$ cat src/rtl/instr_fetch_unit.sv
// instr_fetch_unit: PC owner, synchronous imem reader, 2-entry fetch queue
// and valid/ready hand-off to the core, with redirect flush and halt logic.
//
// Ports:
//   clk, rst            rising-edge clock, async active-low reset
//   imem_rd_en/addr     read strobe and word address; data back 1 cycle later
//   imem_rdata          instruction word from memory
//   redirect_valid/pc   one-cycle restart request from execute
//   instr_valid/ready   handshake for the head-of-queue entry
//   instr, instr_pc     head-of-queue word and its PC
//   halted              fetch stopped for good (ebreak, range end, misalign)
//   misalign_err        sticky flag for a redirect target with pc[1:0] != 0
module instr_fetch_unit #(
  parameter int              XLEN       = 64,
  parameter logic [XLEN-1:0] RESET_PC   = '0,
  parameter int              IMEM_DEPTH = 256,
  parameter int              AW         = $clog2(IMEM_DEPTH)
) (
  input  logic            clk,
  input  logic            rst,
  output logic            imem_rd_en,
  output logic [AW-1:0]   imem_addr,
  input  logic [31:0]     imem_rdata,
  input  logic            redirect_valid,
  input  logic [XLEN-1:0] redirect_pc,
  output logic            instr_valid,
  input  logic            instr_ready,
  output logic [31:0]     instr,
  output logic [XLEN-1:0] instr_pc,
  output logic            halted,
  output logic            misalign_err
);

  localparam logic [XLEN:0] LIMIT = (XLEN+1)'(IMEM_DEPTH) << 2;
  localparam logic [31:0]   EBRK  = 32'h0010_0073;

  typedef enum logic [1:0] {
    S_FETCH,
    S_DRAIN,
    S_HALT
  } state_t;

  state_t          r_state;
  logic [XLEN-1:0] r_pc;
  logic            r_inflight;
  logic [XLEN-1:0] r_infl_pc;
  logic            r_infl_ep;
  logic            r_epoch;
  logic [31:0]     r_q_ins [2];
  logic [XLEN-1:0] r_q_pc  [2];
  logic            r_head;
  logic [1:0]      r_count;
  logic            r_ebrk;
  logic            r_ebrk_done;
  logic            r_halted;
  logic            r_misalign;

  logic       w_in_range;
  logic       w_pop;
  logic       w_redir;
  logic       w_misal;
  logic       w_push;
  logic [2:0] w_occ;
  logic       w_issue;
  logic       w_tail;

  // One extra bit so a memory reaching 2^XLEN bytes still compares right.
  assign w_in_range = {1'b0, r_pc} < LIMIT;
  assign w_pop      = instr_valid && instr_ready;

  // Once the ebreak has been handed over the stream is final.
  assign w_redir = redirect_valid
                && (r_state != S_HALT)
                && !r_ebrk_done;
  assign w_misal = w_redir && (redirect_pc[1:0] != 2'b00);

  // Stale-epoch responses and anything younger than an ebreak are dropped.
  assign w_push = r_inflight
               && (r_infl_ep == r_epoch)
               && !w_redir
               && !r_ebrk;

  // Counting this cycle's pop keeps one-per-cycle throughput.
  assign w_occ = {1'b0, r_count}
               + {2'b00, r_inflight}
               - {2'b00, w_pop};

  // rst gates the strobe so nothing is requested while reset is held.
  assign w_issue = rst
                && (r_state == S_FETCH)
                && !w_redir
                && w_in_range
                && (w_occ < 3'd2);

  // Tail slot; at count 2 it is the head slot being freed by the pop.
  assign w_tail = r_head ^ r_count[0];

  assign imem_rd_en   = w_issue;
  assign imem_addr    = w_issue ? r_pc[AW+1:2] : '0;
  assign instr_valid  = (r_count != 2'd0);
  assign instr        = r_q_ins[r_head];
  assign instr_pc     = r_q_pc[r_head];
  assign halted       = r_halted;
  assign misalign_err = r_misalign;

  always_ff @(posedge clk or negedge rst) begin
    if (!rst) begin
      r_state     <= S_FETCH;
      r_pc        <= RESET_PC;
      r_inflight  <= 1'b0;
      r_infl_pc   <= '0;
      r_infl_ep   <= 1'b0;
      r_epoch     <= 1'b0;
      r_q_ins[0]  <= '0;
      r_q_ins[1]  <= '0;
      r_q_pc[0]   <= '0;
      r_q_pc[1]   <= '0;
      r_head      <= 1'b0;
      r_count     <= 2'd0;
      r_ebrk      <= 1'b0;
      r_ebrk_done <= 1'b0;
      r_halted    <= 1'b0;
      r_misalign  <= 1'b0;
    end else begin
      r_inflight <= w_issue;
      if (w_issue) begin
        r_pc      <= r_pc + XLEN'(4);
        r_infl_pc <= r_pc;
        r_infl_ep <= r_epoch;
      end
      if (w_redir) begin
        r_epoch <= ~r_epoch;
        r_count <= 2'd0;
        r_head  <= 1'b0;
        r_ebrk  <= 1'b0;
        r_pc    <= redirect_pc;
        if (w_misal) begin
          r_misalign <= 1'b1;
          r_halted   <= 1'b1;
          r_state    <= S_HALT;
        end else begin
          r_state <= S_FETCH;
        end
      end else begin
        if (w_push) begin
          r_q_ins[w_tail] <= imem_rdata;
          r_q_pc[w_tail]  <= r_infl_pc;
        end
        if (w_pop) begin
          r_head <= ~r_head;
        end
        r_count <= r_count
                 + {1'b0, w_push}
                 - {1'b0, w_pop};
        if (w_push && imem_rdata == EBRK) begin
          r_ebrk <= 1'b1;
        end
        // The ebreak is always the youngest entry, so count 1 means it.
        if (w_pop && r_ebrk && r_count == 2'd1) begin
          r_ebrk_done <= 1'b1;
        end
        case (r_state)
          S_FETCH: begin
            if (w_push && imem_rdata == EBRK) begin
              r_state <= S_DRAIN;
            end else if (!w_in_range) begin
              r_state <= S_DRAIN;
            end
          end
          S_DRAIN: begin
            if (r_count == 2'd0 && !r_inflight) begin
              r_state  <= S_HALT;
              r_halted <= 1'b1;
            end
          end
          S_HALT: begin
            r_state <= S_HALT;
          end
          default: begin
            r_state <= S_HALT;
          end
        endcase
      end
    end
  end

endmodule

$ cat config.mk
export PLATFORM = sky130hd
export DESIGN_NAME = instr_fetch_unit
export DESIGN_NICKNAME = d
export VERILOG_FILES = /design/src/rtl/instr_fetch_unit.sv
export SDC_FILE = /design/constraint.sdc
export NUM_CORES = 1
export LEC_CHECK = 0
export BUFFER_PORTS_ARGS = -buffer_cell sky130_fd_sc_hd__buf_2
export CAP_MARGIN = 15
export CORE_MARGIN = 2
export CORE_UTILIZATION = 57
export DETAILED_ROUTE_END_ITERATION = 10
export PLACE_DENSITY = 0.79
export SYNTH_ARGS = -nofsm -noshare
export SYNTH_HDL_FRONTEND = slang
export SYNTH_SLANG_ARGS = --single-unit
$ cat constraint.sdc
create_clock -name clk -period 4 [get_ports clk]
set_input_delay 0.2 -clock clk [delete_from_list [all_inputs] [get_ports clk]]
set_output_delay 0.2 -clock clk [all_outputs]
set_load 0.03 [all_outputs]
Word-level counts from Yosys, hierarchy flattened
Index checks and enable logic that the tools add are counted.
{"block": "classes", "add_sub_neg": 5, "n_lt_le_gt_ge": 5, "eq_ne": 8, "n_mux": 30, "bitwise_logic": 6, "n_reduce_logical": 34}
{"op": "$mux W64", "n": 6}
{"op": "$bwmux W128", "n": 1}
{"op": "$mux W32", "n": 4}
{"op": "$add A64 B3 Y64 const B", "n": 1}
{"op": "$bwmux W64", "n": 1}
{"op": "$demux W64 S1", "n": 1}
{"op": "$lt A64 B11 Y1 const B", "n": 1}
{"op": "$demux W32 S1", "n": 1}
{"op": "$eq A32 B21 Y1 const B", "n": 1}
{"op": "$logic_and A1 B1 Y1", "n": 16}
{"op": "$reduce_bool A2 Y1", "n": 7}
{"op": "$mux W2", "n": 6}
{"op": "$mux W1", "n": 8}
{"op": "$mux W8", "n": 1}
{"op": "$reduce_and A2 Y1", "n": 4}
{"op": "$eq A2 B1 Y1 const B", "n": 2}
{"op": "$ge A2 B2 Y1 const B", "n": 2}
{"op": "$logic_not A1 Y1", "n": 4}
{"op": "$logic_not A2 Y1", "n": 2}
{"op": "$ne A4 B3 Y1 const B", "n": 1}
{"op": "$not A1 Y2", "n": 2}
{"op": "$pmux W2 S2", "n": 1}
{"op": "$add A2 B1 Y3", "n": 1}
{"op": "$lt A3 B2 Y1 const B", "n": 1}
{"op": "11 further kinds", "n": 13}
{"block": "word_totals", "register_bits": 332, "in_bits": 100, "wordCells": 104}

Logic depth before layout (Yosys ltp)
{"block": "depth", "ltp_word": 10, "depth_mapped": 13, "ltp_nobuf": 11}

Least setup slack after synthesis
Ideal clock, no wire load.
{"block": "synth_timing", "kind": "flip-flop to output port", "startpoint": "register r_count[1]", "endpoint": "output imem_addr[2]", "arrival_time_ns": 3.934, "required_ns": 3.800, "setup_slack_ns": -0.134, "path_stages_with_launch": 14, "cell_sequence": "dfrtp_1 > inv_1 > nand2_1 > and2_1 > ha_1 > nor2b_1 > fa_1 > nand2b_1 > or4_1 > buf_2 > or3_1 > clkbuf_2 > nor2_1 > and2_1"}
{"block": "synth_via", "elab_chain_cells": 6}
{"item": "start: declaration", "line": "52", "rtl": "logic [1:0] r_count;"}
{"item": "start signal: assignment", "line": "152", "rtl": "r_count <= r_count"}
{"item": "$reduce_bool A2 Y1", "line": "100", "rtl": "assign instr_valid = (r_count != 2'd0);"}
{"item": "named net instr_valid", "line": "26", "rtl": "output logic instr_valid,"}
{"item": "$logic_and A1 B1 Y1", "line": "69", "rtl": "assign w_pop = instr_valid && instr_ready;"}
{"item": "$sub A3 B1 Y3", "line": "86", "rtl": "- {2'b00, w_pop};"}
{"item": "$lt A3 B2 Y1", "line": "93", "rtl": "&& (w_occ < 3'd2);"}
{"item": "$logic_and A1 B1 Y1", "line": "93"}
{"item": "named net imem_rd_en", "line": "21", "rtl": "output logic imem_rd_en,"}
{"item": "$mux W8", "line": "99", "rtl": "assign imem_addr = w_issue ? r_pc[AW+1:2] : '0;"}
{"item": "end: declaration", "line": "22", "rtl": "output logic [AW-1:0] imem_addr,"}
The timed path passes the listed nets, and every way through them passes these cells.

Worst setup path in the final report
{"block": "layout_timing", "startpoint": "register r_count[1]", "endpoint": "output imem_addr[3]"}
{"block": "layout_via", "elab_chain_cells": 6}
{"item": "branches (longest 2 deep; another with $add A2 B1 Y3)"}
{"item": "$sub A3 B1 Y3 *", "line": "86"}
{"item": "$lt A3 B2 Y1 *", "line": "93"}
{"item": "$logic_and A1 B1 Y1 *", "line": "93"}
{"item": "$mux W8 *", "line": "99"}
Mark *: on every way between the ends.

==> impl_metrics.tcl <==
set metrics [dict create \
    grt.total_usage_pct 23.9 \
    synth_xor_area_share_pct 0.447 \
    cts_root_buf "clkbuf_16" \
    p_sw_share_pct 25.2 \
    synth_edf_count 0 \
    grt_setup_unrepaired "no" \
    cp.arrival_ns 3.64 \
    p_int_mw 5.82 \
    ir_drop_mv 0.314 \
    endpoint_kind "primary output" \
    worst_path_largest_cell_delay_ns 0.47 \
    async_flop_share_pct 100 \
    muxShareOfSynthArea_pct 24.3 \
    synth.avg_cell_area_um2 13.2 \
    cts_tree "done" \
    finalPower_mw 7.78 \
    grt_max_degree 141 \
    die_h_um 159 \
    clk_transition_reported_paths_ns 0.06 \
    yosys.area_share.simple_pct 10.8 \
    htree_levels 2 \
    antenna_cells 0 \
    critical_path_peak_fanout 7 \
    wl_um 29900 \
    seqPwrFrac_pct 48.0 \
    detailroute.via_count 9099 \
    first_pass_iters 5 \
    grt_first_pass_wirelength_um 49400 \
    synthesis.area_um2 13700 \
    pin_count 208 \
    wl_per_cell_um 17.8 \
    path_buf_inv 2 \
    synth_compound_area_share_pct 1.42 \
    synthFlopType "dfrtp_1" \
    combPwrFrac_pct 13.1 \
    startpoint_type "flip-flop" \
    clkLatencyLatePin_ns 0.50 \
    worstPathCellList "inv_2, nand2_1, and2_4, ha_1, nor2b_1, fa_1, nand2b_1, or4_4, or3_4, nor2_4, and2_1, clkbuf_4" \
    antenna_found_initial 0 \
    viasPerCell 5.41 \
    leakagePower_nw 9.08 \
    synth.distinct_cells 44 \
    clkPwrFrac_pct 38.8 \
    path_delay_family "simple AND/OR/NAND/NOR gates" \
    gp_congestion 0.861 \
    layout-drive-gt1-share_pct 43.1 \
    hold_viol 0 \
    die_w_um 159 \
    slowest_stage "or4_4" \
    rows 56 \
    worstSetupPathType "flip-flop to primary output" \
    drtIter0Drc 525 \
    grt-ovfl-total 0 \
    synth_seq_area_share_pct 60.5 \
    synth_common_cells "dfrtp_1 (332), mux2_2 (296), nand2_1 (171), and2_1 (61), clkbuf_1 (30)" \
    post-route-period-util_pct 96.0 \
    fin_skew_ns 0.0225 \
    final.setup.tns_ns 0 \
    syn_nets 1148 \
    stdcell_area_um2 17200 \
    p_switching_mw 1.96 \
    timing.final.max_slew_violations 0 \
    synth_top_family_by_area "multiplexers" \
    setup_viol 0 \
    synth.top_cell.area_share_pct 60.5 \
    syn_inst 1043 \
    synthAdderAreaFrac_pct 0.510 \
    drv_cap 0 \
    synth.area.top_cells "dfrtp_1 (61%), mux2_2 (24%), nand2_1 (4.7%)" \
    fp.dieArea_um2 25300 \
    start_util_pct 58.3 \
    first_global_vias 9852 \
    cts_buffer_depth 3 \
    min_period_ns 3.84 \
    synth-warning-count 0 \
    io_buffers 207 \
    synth.largest_area_cell "dfrtp_1" \
    syn2layout_area_growth_pct 25.2 \
    yosysMostFrequentCell "dfrtp_1" \
    antenna_left 0 \
    drc 0 \
    power_density_nw_per_um2 453 \
    outcome "complete, no violations" \
    cp.required_ns 3.80 \
    cts_made_buffers 35 \
    hp-class "primary input to flip-flop" \
    nets 1446 \
    core_um2 23500 \
    placed_area_um2 15100 \
    timing.fmax_mhz 261 \
    cts_sinks 332 \
    pre_cts_slack_ns 0.253 \
    relSlewSlack_pct 38.4 \
    place_hpwl_um 17300 \
    tightest_slew_ns 0.924 \
    synth_seq_cells 332 \
    setup_ws_ns 0.162 \
]
[metal layers]
| metal | vias up | share of wire [%] | global-route usage, % |
|---|---|---|---|
| met4 | 0 | 3.4 | 8.35 |
| li1 | 4176 | - | - |
| met5 | - | 0 | 0 |
| met3 | 78 | 5.2 | 4.51 |
| met1 | 4582 | 43 | 31.7 |
| met2 | 263 | 48 | 40.0 |
[area by class of cell]
type	count	area (µm²)
Tap cell	319	399
Inverter	11	41.3
Fill cell	1547	6360
Timing Repair Buffer	316	2150
Clock buffer	51	1040
Clock inverter	7	37.5
Multi-Input combinational cell	645	5210
Sequential cell	332	8310
[layout by cell type (no fill, tap or decap), drive strengths merged, types with 2 or more instances in the layout]
| cell | synthesis | final |
|---|---|---|
| nand3 | 5 | 5 |
| buf | 24 | 224 |
| a21o | 4 | 4 |
| nand2b | 2 | 2 |
| inv | 11 | 11 |
| nor4bb | 2 | 2 |
| nor4b | 2 | 2 |
| ha | 4 | 4 |
| and2 | 61 | 61 |
| a31oi | 7 | 7 |
| mux2 | 296 | 296 |
| nor2b | 3 | 3 |
| o31ai | 2 | 2 |
| o211a | 2 | 2 |
| o21ai | 4 | 4 |
| and3 | 4 | 4 |
| xnor2 | 6 | 6 |
| or4 | 5 | 5 |
| dfrtp | 332 | 332 |
| nand4 | 6 | 6 |
| or2 | 2 | 2 |
| nor2 | 14 | 14 |
| clkbuf | 31 | 52 |
| clkinv | 0 | 6 |
| nor3 | 8 | 8 |
| a21oi | 3 | 3 |
| nand2 | 172 | 172 |
| dlygate4sd3 | 0 | 91 |
| nor4 | 19 | 19 |
[worst register-to-register path, cell delays in order, from the launching register on]
cell,delay (ns)
dfrtp_1,0.39
inv_2,0.10
nand2_1,0.09
and2_4,0.18
ha_1,0.27
nor2b_1,0.14
fa_1,0.42
nand2b_1,0.16
or4_4,0.47
or3_4,0.41
or4_1,0.49
a31oi_1,0.17
[final timing paths]
path                                       from  cells past startpoint  slack [ns]                         to
max                        r_count[1]$_DFF_PN0_                     12        0.16               imem_addr[3]
min                              redirect_pc[2]                      3        0.02        r_pc[2]$_DFFE_PN0P_
max reg2reg                r_count[1]$_DFF_PN0_                     11        0.62        r_pc[7]$_DFFE_PN0P_
min reg2reg                r_pc[30]$_DFFE_PN0P_                      2        0.48       r_pc[30]$_DFFE_PN0P_
max in group asynchronous                   rst                      4        1.66  r_infl_pc[33]$_DFFE_PN0P_
min in group asynchronous                   rst                      2        0.20       r_pc[45]$_DFFE_PN0P_
[stage by stage]
stage | cells | utilization (%) | hold slack, ns
2_1_floorplan | 1043 | - | -0.0956
3_5_place_dp | 1528 | 64.3 | 0.138
3_3_place_gp | 1528 | 64.3 | 0.134
6_report | 1681 | 73.0 | 0.0219
4_1_cts | 1677 | 72.8 | 0.0160
5_1_grt | 1681 | 73.0 | 0.0170
[registers in the layout, indices dropped and copies added (netlist names)]
signal	cells
misalign_err	1
r_inflight	1
r_ebrk	1
r_q_pc	128
r_infl_pc	64
r_ebrk_done	1
halted	1
r_state	2
r_q_ins	64
r_pc	64
r_epoch	1
r_infl_ep	1
r_count	2
r_head	1
[kinds of logic after synthesis]
| kind of cell | count (synthesis) |
|---|---|
| flip-flops | 332 |
| AND/OR/NAND/NOR | 308 |
| multiplexers | 297 |
| buffers and inverters | 66 |
| AO/OA/AOI/OAI | 28 |
| XOR/XNOR | 7 |
| adder cells (fa/ha/maj) | 5 |
[power groups by stage]
| stage | clock network, mW | logic, mW | registers, mW |
|---|---|---|---|
| 6_report | 3.02 | 1.02 | 3.74 |
| 3_3_place_gp | 0 | 0.913 | 3.78 |
| 4_1_cts | 3.09 | 1.00 | 3.73 |
| 2_1_floorplan | 0 | 0.626 | 3.75 |
| 5_1_grt | 3.26 | 1.13 | 3.76 |
| 3_5_place_dp | 0 | 0.927 | 3.78 |
[what timing repair did]
item | CTS | global route
endpoints found under the setup margin | 9 | 9
setup buffers | 0 | 4
hold buffers | 91 | 0
endpoints found under the hold margin | 172 | 0
resized for setup | 6 | 3
pin swaps | 0 | 3
Power figures use the tool's default switching activity.
